**config.mk**
```make
export PLATFORM = sky130hd
export DESIGN_NAME = cmd_dispatcher_flat
export DESIGN_NICKNAME = d
export VERILOG_FILES = /design/src/rtl/cmd_dispatcher_pkg.sv /design/src/rtl/cmd_dispatcher_if.sv /design/src/rtl/cmd_dispatcher_watchdog.sv /design/src/rtl/cmd_dispatcher.sv /design/src/flat_wrapper.sv
export SDC_FILE = /design/constraint.sdc
export NUM_CORES = 1
export LEC_CHECK = 0
export CAP_MARGIN = 30
export CELL_PAD_IN_SITES_DETAIL_PLACEMENT = 0
export CELL_PAD_IN_SITES_GLOBAL_PLACEMENT = 1
export CORE_ASPECT_RATIO = 2
export CORE_MARGIN = 5
export CORE_UTILIZATION = 28
export CTS_CLUSTER_SIZE = 28
export DETAILED_ROUTE_END_ITERATION = 12
export GPL_TIMING_DRIVEN = 0
export PLACE_DENSITY_LB_ADDON = 0.1
export SLEW_MARGIN = 20
export SYNTH_ARGS = -nofsm -noshare
export SYNTH_HDL_FRONTEND = slang
export SYNTH_SLANG_ARGS = --single-unit
```
**constraint.sdc**
```tcl
create_clock -name clk -period 1.7 [get_ports clk]
set_input_delay 0.34 -clock clk [delete_from_list [all_inputs] [get_ports clk]]
set_output_delay 0.34 -clock clk [all_outputs]
set_load 0.01 [all_outputs]
```
**src/rtl/cmd_dispatcher_pkg.sv**
```systemverilog
// cmd_dispatcher_pkg
//   Shared definitions for the scope command dispatcher: default command
//   codes, the idle display code, abort/NAK bytes and the dispatcher FSM
//   state type.
//   No ports (package).
package cmd_dispatcher_pkg;

   localparam logic [7:0] CMD_IDLE        = 8'h00;
   localparam logic [7:0] CMD_TEST        = 8'h74;
   localparam logic [7:0] CMD_SAMPLER     = 8'h11;
   localparam logic [7:0] CMD_SAMPLE_READ = 8'h21;
   localparam logic [7:0] CMD_REPLAYER    = 8'h71;
   localparam logic [7:0] CMD_REPLY_CNT   = 8'h72;

   localparam logic [7:0] ABORT_BYTE      = 8'h1B;
   localparam logic [7:0] NAK_DEFAULT     = 8'h15;

   // Channel i owns bits [8i+7:8i].
   localparam logic [31:0] DEFAULT_CMD_CODES =
      {CMD_REPLY_CNT, CMD_REPLAYER, CMD_SAMPLE_READ, CMD_SAMPLER};

   typedef enum logic [1:0] {
      S_IDLE,
      S_ACTIVE,
      S_NAK_SEND,
      S_NAK_WAIT
   } disp_state_e;

endpackage

```
**src/rtl/cmd_dispatcher_if.sv**
```systemverilog
// cmd_dispatcher_if
//   Bundles the UART rx/tx handshake, the per-channel unit bus and the
//   status outputs of the command dispatcher.
//   master : dispatcher side (drives tx_*, ch_activate, state and pulses)
//   slave  : environment side (uart_rx/uart_tx and the function units)
interface cmd_dispatcher_if #(
   parameter int unsigned N_CH = 4
);

   logic              rx_ready;
   logic [7:0]        rx_data;
   logic              tx_active;
   logic              tx_done;
   logic [7:0]        tx_data;
   logic              tx_start;
   logic [N_CH-1:0]   ch_activate;
   logic [N_CH-1:0]   ch_done;
   logic [N_CH*8-1:0] ch_tx_data;
   logic [N_CH-1:0]   ch_tx_start;
   logic [7:0]        state;
   logic              timeout;
   logic              aborted;
   logic              nak;

   modport master (
      input  rx_ready, rx_data, tx_active, tx_done,
             ch_done, ch_tx_data, ch_tx_start,
      output tx_data, tx_start, ch_activate, state,
             timeout, aborted, nak
   );

   modport slave (
      output rx_ready, rx_data, tx_active, tx_done,
             ch_done, ch_tx_data, ch_tx_start,
      input  tx_data, tx_start, ch_activate, state,
             timeout, aborted, nak
   );

endinterface

```
**src/rtl/cmd_dispatcher_watchdog.sv**
```systemverilog
// cmd_dispatcher_watchdog
//   Cycle counter bounding how long a channel may stay active.
//   clk, reset : clock, asynchronous active-high reset
//   clr        : reload the counter with zero (channel entry)
//   en         : count this cycle (channel active)
//   expire     : high in the cycle the count reaches TIMEOUT-1; never
//                asserted when TIMEOUT is 0
module cmd_dispatcher_watchdog #(
   parameter logic [31:0] TIMEOUT = 32'd0
) (
   input  logic clk,
   input  logic reset,
   input  logic clr,
   input  logic en,
   output logic expire
);

   logic [31:0] cnt_q;
   logic [31:0] cnt_d;

   always_comb begin
      cnt_d = cnt_q;
      if (clr) begin
         cnt_d = '0;
      end else if (en) begin
         cnt_d = cnt_q + 32'd1;
      end
   end

   always_ff @(posedge clk or posedge reset) begin
      if (reset) begin
         cnt_q <= '0;
      end else begin
         cnt_q <= cnt_d;
      end
   end

   assign expire = (TIMEOUT != 32'd0) && en && !clr && (cnt_q == TIMEOUT - 32'd1);

endmodule

```
**src/rtl/cmd_dispatcher.sv**
```systemverilog
// cmd_dispatcher
//   UART command dispatcher and tx arbiter. A command byte received while
//   idle activates one function-unit channel; while active the unit owns
//   uart_tx through a registered mux. The channel is released on its done
//   flag, on the abort byte or on watchdog expiry. Unknown commands are
//   answered with a single NAK byte.
//   clk   : system clock
//   reset : asynchronous, active-high reset
//   bus   : cmd_dispatcher_if.master (rx strobe/data, tx handshake,
//           per-channel activate/done/tx bus, state code and event pulses)
module cmd_dispatcher
   import cmd_dispatcher_pkg::*;
#(
   parameter int unsigned        N_CH       = 4,
   parameter logic [N_CH*8-1:0]  CMD_CODES  = DEFAULT_CMD_CODES,
   parameter logic [31:0]        TIMEOUT    = 32'd0,
   parameter logic [7:0]         ABORT_CODE = ABORT_BYTE,
   parameter logic [7:0]         NAK_BYTE   = NAK_DEFAULT
) (
   input  logic              clk,
   input  logic              reset,
   cmd_dispatcher_if.master  bus
);

   localparam int unsigned SEL_W = (N_CH > 1) ? $clog2(N_CH) : 1;

   disp_state_e      fsm_q, fsm_d;
   logic [SEL_W-1:0] sel_q, sel_d;
   logic [N_CH-1:0]  ch_activate_q, ch_activate_d;
   logic [7:0]       state_q, state_d;
   logic [7:0]       tx_data_q, tx_data_d;
   logic             tx_start_q, tx_start_d;
   logic             timeout_q, timeout_d;
   logic             aborted_q, aborted_d;
   logic             nak_q, nak_d;

   logic [N_CH-1:0]  match;
   logic             hit;
   logic [SEL_W-1:0] hit_idx;
   logic             act_done;
   logic             abort_hit;
   logic [7:0]       act_tx_data;
   logic             wd_clr;
   logic             wd_en;
   logic             wd_expire;

   // Command decode: one comparator per channel.
   for (genvar g = 0; g < N_CH; g++) begin : g_match
      assign match[g] = (bus.rx_data == CMD_CODES[8*g +: 8]);
   end

   // Priority encoder, lowest channel index wins on duplicate codes.
   always_comb begin
      hit     = 1'b0;
      hit_idx = '0;
      for (int unsigned i = 0; i < N_CH; i++) begin
         if (match[i] && !hit) begin
            hit     = 1'b1;
            hit_idx = SEL_W'(i);
         end
      end
   end

   assign act_done    = bus.ch_done[sel_q];
   assign abort_hit   = bus.rx_ready && (bus.rx_data == ABORT_CODE);
   assign act_tx_data = bus.ch_tx_data[sel_q*8 +: 8];
   assign wd_en       = (fsm_q == S_ACTIVE);

   cmd_dispatcher_watchdog #(
      .TIMEOUT (TIMEOUT)
   ) u_watchdog (
      .clk    (clk),
      .reset  (reset),
      .clr    (wd_clr),
      .en     (wd_en),
      .expire (wd_expire)
   );

   always_comb begin
      fsm_d         = fsm_q;
      sel_d         = sel_q;
      ch_activate_d = ch_activate_q;
      state_d       = state_q;
      tx_data_d     = tx_data_q;
      tx_start_d    = 1'b0;
      timeout_d     = 1'b0;
      aborted_d     = 1'b0;
      nak_d         = 1'b0;
      wd_clr        = 1'b0;

      unique case (fsm_q)
         S_IDLE: begin
            if (bus.rx_ready && (bus.rx_data != CMD_IDLE) && (bus.rx_data != ABORT_CODE)) begin
               if (hit) begin
                  fsm_d                  = S_ACTIVE;
                  sel_d                  = hit_idx;
                  ch_activate_d          = '0;
                  ch_activate_d[hit_idx] = 1'b1;
                  state_d                = bus.rx_data;
                  wd_clr                 = 1'b1;
               end else begin
                  nak_d = 1'b1;
                  fsm_d = S_NAK_SEND;
               end
            end
         end

         S_ACTIVE: begin
            // The mux follows the channel through its final cycle, so a
            // start strobe issued together with done is still forwarded.
            tx_data_d  = act_tx_data;
            tx_start_d = bus.ch_tx_start[sel_q];
            if (act_done || abort_hit || wd_expire) begin
               fsm_d         = S_IDLE;
               ch_activate_d = '0;
               state_d       = CMD_IDLE;
            end
            if (!act_done) begin
               if (abort_hit) begin
                  aborted_d = 1'b1;
               end else if (wd_expire) begin
                  timeout_d = 1'b1;
               end
            end
         end

         S_NAK_SEND: begin
            if (!bus.tx_active) begin
               tx_start_d = 1'b1;
               tx_data_d  = NAK_BYTE;
               fsm_d      = S_NAK_WAIT;
            end
         end

         S_NAK_WAIT: begin
            if (bus.tx_done) begin
               fsm_d = S_IDLE;
            end
         end

         default: begin
            fsm_d = S_IDLE;
         end
      endcase
   end

   always_ff @(posedge clk or posedge reset) begin
      if (reset) begin
         fsm_q         <= S_IDLE;
         sel_q         <= '0;
         ch_activate_q <= '0;
         state_q       <= CMD_IDLE;
         tx_data_q     <= '0;
         tx_start_q    <= 1'b0;
         timeout_q     <= 1'b0;
         aborted_q     <= 1'b0;
         nak_q         <= 1'b0;
      end else begin
         fsm_q         <= fsm_d;
         sel_q         <= sel_d;
         ch_activate_q <= ch_activate_d;
         state_q       <= state_d;
         tx_data_q     <= tx_data_d;
         tx_start_q    <= tx_start_d;
         timeout_q     <= timeout_d;
         aborted_q     <= aborted_d;
         nak_q         <= nak_d;
      end
   end

   assign bus.ch_activate = ch_activate_q;
   assign bus.state       = state_q;
   assign bus.tx_data     = tx_data_q;
   assign bus.tx_start    = tx_start_q;
   assign bus.timeout     = timeout_q;
   assign bus.aborted     = aborted_q;
   assign bus.nak         = nak_q;

endmodule

```
**src/flat_wrapper.sv**
```systemverilog
// flat-port wrapper written by rule: the top's interface ports become plain ports
module cmd_dispatcher_flat import cmd_dispatcher_pkg::*;
#(
   parameter int unsigned        N_CH       = 4,
   parameter logic [N_CH*8-1:0]  CMD_CODES  = DEFAULT_CMD_CODES,
   parameter logic [31:0]        TIMEOUT    = 32'd0,
   parameter logic [7:0]         ABORT_CODE = ABORT_BYTE,
   parameter logic [7:0]         NAK_BYTE   = NAK_DEFAULT
)
  (clk, reset, bus_rx_ready, bus_rx_data, bus_tx_active, bus_tx_done, bus_ch_done, bus_ch_tx_data, bus_ch_tx_start, bus_tx_data, bus_tx_start, bus_ch_activate, bus_state, bus_timeout, bus_aborted, bus_nak);
  cmd_dispatcher_if #(.N_CH(N_CH)) bus_i ();
  input  logic clk;
  input  logic reset;
  input wire logic [$bits(bus_i.rx_ready)-1:0] bus_rx_ready;
  input wire logic [$bits(bus_i.rx_data)-1:0] bus_rx_data;
  input wire logic [$bits(bus_i.tx_active)-1:0] bus_tx_active;
  input wire logic [$bits(bus_i.tx_done)-1:0] bus_tx_done;
  input wire logic [$bits(bus_i.ch_done)-1:0] bus_ch_done;
  input wire logic [$bits(bus_i.ch_tx_data)-1:0] bus_ch_tx_data;
  input wire logic [$bits(bus_i.ch_tx_start)-1:0] bus_ch_tx_start;
  output wire logic [$bits(bus_i.tx_data)-1:0] bus_tx_data;
  output wire logic [$bits(bus_i.tx_start)-1:0] bus_tx_start;
  output wire logic [$bits(bus_i.ch_activate)-1:0] bus_ch_activate;
  output wire logic [$bits(bus_i.state)-1:0] bus_state;
  output wire logic [$bits(bus_i.timeout)-1:0] bus_timeout;
  output wire logic [$bits(bus_i.aborted)-1:0] bus_aborted;
  output wire logic [$bits(bus_i.nak)-1:0] bus_nak;
  assign bus_i.rx_ready = bus_rx_ready;
  assign bus_i.rx_data = bus_rx_data;
  assign bus_i.tx_active = bus_tx_active;
  assign bus_i.tx_done = bus_tx_done;
  assign bus_i.ch_done = bus_ch_done;
  assign bus_i.ch_tx_data = bus_ch_tx_data;
  assign bus_i.ch_tx_start = bus_ch_tx_start;
  assign bus_tx_data = bus_i.tx_data;
  assign bus_tx_start = bus_i.tx_start;
  assign bus_ch_activate = bus_i.ch_activate;
  assign bus_state = bus_i.state;
  assign bus_timeout = bus_i.timeout;
  assign bus_aborted = bus_i.aborted;
  assign bus_nak = bus_i.nak;
  cmd_dispatcher #(.N_CH(N_CH), .CMD_CODES(CMD_CODES), .TIMEOUT(TIMEOUT), .ABORT_CODE(ABORT_CODE), .NAK_BYTE(NAK_BYTE)) u_core (.clk(clk), .reset(reset), .bus(bus_i));
endmodule
```
==> summary.md, run 1 <==
| Metric | Value |
|---|---|
| Num rows | 39 |
| Post-route cell area | 2860 um^2 |
| Failing checks | setup timing |
| Post-synth top cells | dfrtp_1, mux4_2, nor2b_1 |
| Worst r2r src | u_core.sel_q[0]$_DFFE_PP0P_ |
| Vias per cell | 5.32 |
| Synthesized flop and latch total | 27 |
| Gate Count Post-Synth | 139 |
| Final net count | 291 |
| Largest net degree at the start of global routing | 17 |
| Number of global-route vias before repair | 1806 |
| Worst-Margin Slew | 0.624 ns |
| Count leader, synth | dfrtp_1 |
| Die Wd | 64.0 um |
| Count of final setup violators | 15 |
| RR Endpoint | u_core.fsm_q[1]$_DFFE_PP0P_ |
| Mapped Area | 1630 um^2 |
| Vias | 1564 |
| # port buffers | 74 |
| Routed WL | 5460 um |
| Largest cells by area after synthesis | dfrtp_1, mux4_2, nor2b_1 |
| VDD IR max | 760 uV |
| Setup WS post-layout | -0.129 ns |
| Cell variety after synth | 40 |
| Crit path max fanout | 7 |
| Initial antenna violation count | 0 |
| TritonRoute pass-1 iters | 4 |
| FILL cells | 535 |
| Most used DFF post-synth | dfrtp_1 |
| CP Cell Sequence | buf_8 -> or4b_4 -> buf_6 -> nor4_4 -> o2111a_2 -> buf_6 -> mux2_4 |
| H-tree depth | 1 |
| Clk root buf | clkbuf_16 |
| FF-to-FF setup slack | -0.07 ns |
| Max stage delay on crit path | 0.54 ns |
| Setup Skew | 0.00236 ns |
| Multi-input logic area | 1030 um^2 |
| Initial core utilization | 0.286 |
| I/O pins | 77 |
| Worst hold-check path type | input pin to asynchronous set/reset pin |
| Core area | 5710 um^2 |
| Sequential share of the synthesized area | 0.413 |
| GP Congestion | 0.836 |
| Worst hold slack | 0.447 ns |
| FF+latch area | 676 um^2 |
| WP data arrival | 1.98 ns |
| # diodes | 0 |
| Async set or reset register ratio after synthesis | 1.00 |
| Setup crit start | bus_rx_data[2] |
| Slew HR | 0.584 |
| Post-synth EDFFs | 0 |
| Leakage | 1.17 nW |
| Setup CP Type | input pin to flop |
| Worst path most repeated cell | buf_6 |
| Worst path required time | 1.86 ns |
| Area leader, netlist | dfrtp_1 |
| Share of post-route cells with drive strength above 1 | 0.300 |
| Yosys top cell area share | 0.413 |
| Routed Antenna Nets | 0 |
| Crit end category | flop |
| Clock transition at path regs | 0.07 ns |
| RSZ-0062 raised after global routing | true |
| GRT Total Usage | 0.150 |
| CTS max path bufs | 2 |
| Mapped Nets | 196 |
| Clock Latency Late Sink | 0.27 ns |
| Total CTS buffers | 3 |
| Sum of negative setup slack | -0.878 ns |
| DR WL/cell | 18.6 um |
| Max-slew violations | 0 |
| Power, Total | 2.82 mW |
| DRC Markers | 0 |
| Status | complete, but fails checks |
| Levels on crit path | 7 |
| Hold buffers post-CTS | 0 |
| Top delay family on crit path | simple AND/OR/NAND/NOR gates |
| Post-Syn Area per Cell | 11.8 um^2 |
| Minimum clock period after layout | 1.83 ns |
| Period utilization | 1.08 |
| Fin. Hold Viols | 0 |
| Fin util | 0.500 |
| R2R depth | 5 |
| First-pass GRT wire length | 8980 um |
| Max-cap check violation count | 0 |
| CTS tree | yes |
| Critical path launch point type | input pin |
| Initial detailed-routing violation count | 69 |
| Synth Warn # | 0 |
| Placed cell areas | 2480 um^2 |
| Overflow after GRT | 0 |
| Pwr Density | 989 nW/um^2 |
| Die Ht | 118 um |
| Detail Placement HPWL | 4300 um |
| Max Fclk | 547 MHz |
| Clk sink count | 27 |
| Syn-to-layout area delta | 74.7% |
| Die ar. | 7560 um^2 |
| Buf/Inv on CP | 3 |
| CP max stage cell | or4b_4 |
==> per-stage QoR <==
step / worst slack (ns) / instances
after floorplan: -0.228 / 139
after global placement: -0.994 / 274
after detailed placement: -0.983 / 275
after CTS: -0.168 / 286
after global routing: -0.159 / 294
final: -0.129 / 294
==> routing by layer <==
metal  vias to the layer above  track usage  share of wire
li1                        717            -              -
met3                        15       0.0449          0.085
met1                       747        0.148           0.33
met2                        85        0.278           0.55
met4                         0       0.0585          0.037
met5                         -            0              0
==> repair_timing <==
item                                    4_1_cts  5_1_grt
endpoints found under the setup margin       26       22
resized for setup                            62       19
pin swaps                                    21       12
buffers inserted                              8        8
gates cloned                                  0        0
==> cell type report <==
class | count | area share
inverter | 6 | 0.00789
buffer | 7 | 0.0206
sequential | 27 | 0.237
clock inverter | 1 | 0.00263
clock buffer | 3 | 0.0263
tap | 61 | 0.0267
multi-input combinational | 98 | 0.362
timing repair buffer | 91 | 0.317
==> layout by cell type (no fill, tap or decap), types with 2 or more instances in the layout <==
cell / synthesis / routed
mux4_2: 10 / 10
a21oi_1: 3 / 3
ha_1: 4 / 3
buf_6: 1 / 6
clkbuf_16: 0 / 3
nand4b_1: 2 / 2
nor4_4: 0 / 2
nand3_1: 4 / 4
xnor2_1: 2 / 2
nand2_1: 4 / 2
and2_1: 3 / 2
nor4_1: 6 / 3
nor2_1: 4 / 4
o22a_1: 2 / 2
clkdlybuf4s50_1: 0 / 66
mux2i_1: 5 / 5
o2bb2ai_1: 2 / 2
a32o_1: 4 / 4
inv_1: 6 / 6
o21ai_0: 4 / 3
clkbuf_2: 0 / 5
or4b_2: 2 / 2
mux2_4: 0 / 5
buf_4: 1 / 14
a22o_1: 4 / 4
buf_12: 0 / 2
nor2b_1: 9 / 8
a21o_1: 2 / 2
o21ai_1: 2 / 2
nand2_2: 0 / 2
dfrtp_1: 27 / 27
or4_1: 2 / 2
nand2b_4: 0 / 2
buf_2: 1 / 2
==> power breakdown <==
group	leakage (nW)	internal, mW	switching [mW]
Combinational	0.775	0.735	0.612
Sequential	0.353	0.801	0.118
Clock	0.0371	0.321	0.237
==> worst max path at each step <==
| stage | to | slack (ns) |
|---|---|---|
| final | u_core.sel_q[0]$_DFFE_PP0P_ | -0.13 |
| after global routing | u_core.sel_q[0]$_DFFE_PP0P_ | -0.16 |
| after CTS | u_core.fsm_q[1]$_DFFE_PP0P_ | -0.17 |
| after detailed placement | u_core.bus.ch_activate[0]$_DFFE_PP0P_ | -0.98 |
| after global placement | u_core.sel_q[0]$_DFFE_PP0P_ | -0.99 |
| after floorplan | u_core.sel_q[1]$_DFFE_PP0P_ | -0.23 |
==> cell families (layout without fill, tap and decap cells) <==
logic type / Yosys count / after routing / share of synthesized area
and+or+nand+nor: 43 / 43 / 0.167
xor gates and xnor gates: 2 / 2 / 0.0107
AOI/OAI and AO/OA: 28 / 28 / 0.133
buffers and inverters: 14 / 108 / 0.0398
adders and majority gates: 4 / 4 / 0.0306
muxes: 20 / 20 / 0.203
DFF: 27 / 27 / 0.413
other: 1 / 1 / 0.00229
==> sequential cells by signal (all words and copies together) (netlist names) <==
name	cells
u_core.bus.aborted	1
u_core.bus.ch_activate	4
u_core.bus.nak	1
u_core.bus.state	8
u_core.bus.tx_data	8
u_core.bus.tx_start	1
u_core.fsm_q	2
u_core.sel_q	2
No activity file was read; power rests on OpenSTA's default activity.
==> inputs of run 2 (changes only) <==
--- a/config.mk
+++ b/config.mk
@@ -14,6 +14,7 @@
 export CTS_CLUSTER_SIZE = 28
 export DETAILED_ROUTE_END_ITERATION = 12
 export GPL_TIMING_DRIVEN = 0
+export MAX_ROUTING_LAYER = met4
 export PLACE_DENSITY_LB_ADDON = 0.1
 export SLEW_MARGIN = 20
 export SYNTH_ARGS = -nofsm -noshare
==> run 2 against run 1 <==
Effect of this change: the flow still finishes with violations (setup timing); hold slack better by 0.00083 ns; setup slack worse by 0.00056 ns; clock-buffer cell count stayed put; first-iteration DRC count is 13% higher; register-to-register slack hardly changed; sequential cell count stayed put; largest cell class unchanged.
==> summary.md, run 2 (synthesis results as in run 1) <==
| Metric | Value |
|---|---|
| Hold buffers post-CTS | 0 (unchanged) |
| Initial antenna violation count | 0 (unchanged) |
| FILL cells | 535 (unchanged) |
| FF-to-FF setup slack | -0.06 ns (was -0.07 ns) |
| Multi-input logic area | 1030 um^2 (unchanged) |
| Fin util | 0.501 (was 0.500) |
| First-pass GRT wire length | 8970 um (was 8980 um) |
| Overflow after GRT | 0 (unchanged) |
| Crit end category | flop (unchanged) |
| Die Wd | 64.0 um (unchanged) |
| Worst r2r src | u_core.sel_q[0]$_DFFE_PP0P_ (unchanged) |
| CTS max path bufs | 2 (unchanged) |
| Vias per cell | 5.31 (was 5.32) |
| CP max stage cell | or4b_4 (unchanged) |
| Buf/Inv on CP | 3 (unchanged) |
| Post-route cell area | 2860 um^2 (about the same) |
| WP data arrival | 1.98 ns (about the same) |
| Max Fclk | 547 MHz (about the same) |
| Max stage delay on crit path | 0.54 ns (about the same) |
| # diodes | 0 (unchanged) |
| Sequential Power Share | 0.326 (about the same) |
| Switch share | 0.342 (about the same) |
| Vias | 1561 (was 1564) |
| Leakage | 1.17 nW (about the same) |
| Period utilization | 1.08 (about the same) |
| DR WL/cell | 18.5 um (was 18.6 um) |
| GRT Total Usage | 0.154 (was 0.150) |
| Failing checks | setup timing (unchanged) |
| Clk network pwr share | 0.196 (was 0.197) |
| Initial detailed-routing violation count | 78 (was 69) |
| Share of post-route cells with drive strength above 1 | 0.300 (unchanged) |
| Sw power | 0.963 mW (was 0.967 mW) |
| RSZ-0062 raised after global routing | true (unchanged) |
| Number of global-route vias before repair | 1804 (was 1806) |
| Max-slew violations | 0 (unchanged) |
| Num rows | 39 (unchanged) |
| Detail Placement HPWL | 4300 um (unchanged) |
| Pwr Density | 987 nW/um^2 (was 989 nW/um^2) |
| Status | complete, but fails checks (unchanged) |
| Top delay family on crit path | simple AND/OR/NAND/NOR gates (unchanged) |
| Worst path required time | 1.85 ns (was 1.86 ns) |
| # port buffers | 74 (unchanged) |
| Pint | 1.86 mW (about the same) |
| Clk root buf | clkbuf_16 (unchanged) |
| Routed Antenna Nets | 0 (unchanged) |
| Die Ht | 118 um (unchanged) |
| Clock Latency Late Sink | 0.27 ns (about the same) |
| Count of final setup violators | 15 (unchanged) |
| Die ar. | 7560 um^2 (unchanged) |
| Slew HR | 0.584 (about the same) |
| Syn-to-layout area delta | 74.9% (was 74.7%) |
| Total CTS buffers | 3 (unchanged) |
| DRC Markers | 0 (unchanged) |
| Most frequent cells in the layout | clkdlybuf4s50_1, dfrtp_1, buf_4 (unchanged) |
| Setup CP Type | input pin to flop (unchanged) |
| Placed cell areas | 2480 um^2 (unchanged) |
| H-tree depth | 1 (unchanged) |
| I/O pins | 77 (unchanged) |
| Routed WL | 5450 um (was 5460 um) |
| Worst hold-check path type | input pin to asynchronous set/reset pin (unchanged) |
| TritonRoute pass-1 iters | 4 (unchanged) |
| Setup Skew | 0.00297 ns (was 0.00236 ns) |
| GP Congestion | 0.849 (was 0.836) |
| Largest net degree at the start of global routing | 17 (unchanged) |
| Core area | 5710 um^2 (unchanged) |
| FF+latch area | 676 um^2 (unchanged) |
| CP Cell Sequence | buf_8 -> or4b_4 -> buf_6 -> nor4_4 -> o2111a_2 -> buf_6 -> mux2_4 (unchanged) |
| RR Endpoint | u_core.fsm_q[1]$_DFFE_PP0P_ (unchanged) |
| Levels on crit path | 7 (unchanged) |
| Clk sink count | 27 (unchanged) |
| VDD IR max | 758 uV (was 760 uV) |
| R2R depth | 5 (unchanged) |
| Setup WS post-layout | -0.129 ns (about the same) |
| Critical path launch point type | input pin (unchanged) |
| Crit path max fanout | 7 (unchanged) |
| Initial core utilization | 0.286 (unchanged) |
| Fin. Hold Viols | 0 (unchanged) |
| Max-cap check violation count | 0 (unchanged) |
| Comb pwr share | 0.478 (was 0.477) |
| Clock transition at path regs | 0.07 ns (about the same) |
| Worst path most repeated cell | buf_6 (unchanged) |
| CTS tree | yes (unchanged) |
| Final net count | 291 (unchanged) |
| Minimum clock period after layout | 1.83 ns (about the same) |
| Most common cell after layout, fill and taps aside | clkdlybuf4s50_1 (unchanged) |
| Worst-Margin Slew | 0.624 ns (about the same) |
## run 2: layout make-up
class / instances / area share
Multi-Input combinational cell: 98 / 0.362
Timing Repair Buffer: 91 / 0.317
Sequential cell: 27 / 0.236
Tap cell: 61 / 0.0267
Clock buffer: 3 / 0.0263
Buffer: 7 / 0.0206
Inverter: 6 / 0.00788
Clock inverter: 1 / 0.00263
## run 2: how the worst max path moves through the flow
stage / startpoint / to / slack (ns)
5_1_grt: bus_rx_data[2] / u_core.sel_q[0]$_DFFE_PP0P_ / -0.16
6_report: bus_rx_data[2] / u_core.sel_q[0]$_DFFE_PP0P_ / -0.13
3_3_place_gp: bus_rx_data[1] / u_core.sel_q[0]$_DFFE_PP0P_ / -0.99
2_1_floorplan: bus_rx_data[1] / u_core.sel_q[1]$_DFFE_PP0P_ / -0.23
4_1_cts: bus_rx_data[2] / u_core.fsm_q[1]$_DFFE_PP0P_ / -0.17
3_5_place_dp: bus_rx_data[1] / u_core.bus.ch_activate[0]$_DFFE_PP0P_ / -0.98
## run 2: power by group through the flow
stage               registers (mW)  clock network [mW]  logic (mW)
detailed placement           0.917                   0        1.20
floorplan                    0.966                   0       0.550
global route                 0.950               0.598        1.48
global placement             0.908                   0        1.17
finish                       0.919               0.554        1.35
CTS                          0.915               0.572        1.28
## run 2: layer usage
metal | GRT usage | wire [um] | vias up
met5 | - | 0 | -
met4 | 0.0585 | 195 | 0
met3 | 0.0296 | 357 | 15
met2 | 0.278 | 3010 | 83
met1 | 0.158 | 1880 | 747
li1 | - | - | 716
## run 2: what timing repair did
item	4_1_cts	5_1_grt
setup endpoints to repair	26	22
gates resized for setup	62	20
setup buffers	8	8
pin swaps	21	12
## run 2: stage by stage
stage                     TNS, ns  cells  power [mW]  hold WS, ns  setup WS, ns
after floorplan             -1.94    139        1.52        0.393        -0.228
after global placement     -15.70    274        2.07        0.473        -0.994
after detailed placement   -16.39    275        2.12        0.473        -0.983
after CTS                  -0.955    286        2.77        0.455        -0.168
after global routing        -1.48    294        3.03        0.487        -0.159
final                      -0.822    294        2.82        0.447        -0.129
==> inputs of run 3 (changes only) <==
--- a/config.mk
+++ b/config.mk
@@ -11,7 +11,6 @@
 export CORE_ASPECT_RATIO = 2
 export CORE_MARGIN = 5
 export CORE_UTILIZATION = 28
-export CTS_CLUSTER_SIZE = 28
 export DETAILED_ROUTE_END_ITERATION = 12
 export GPL_TIMING_DRIVEN = 0
 export MAX_ROUTING_LAYER = met4
==> results of run 3 <==
Final layout, timing and power as in run 2 (identical DEF).
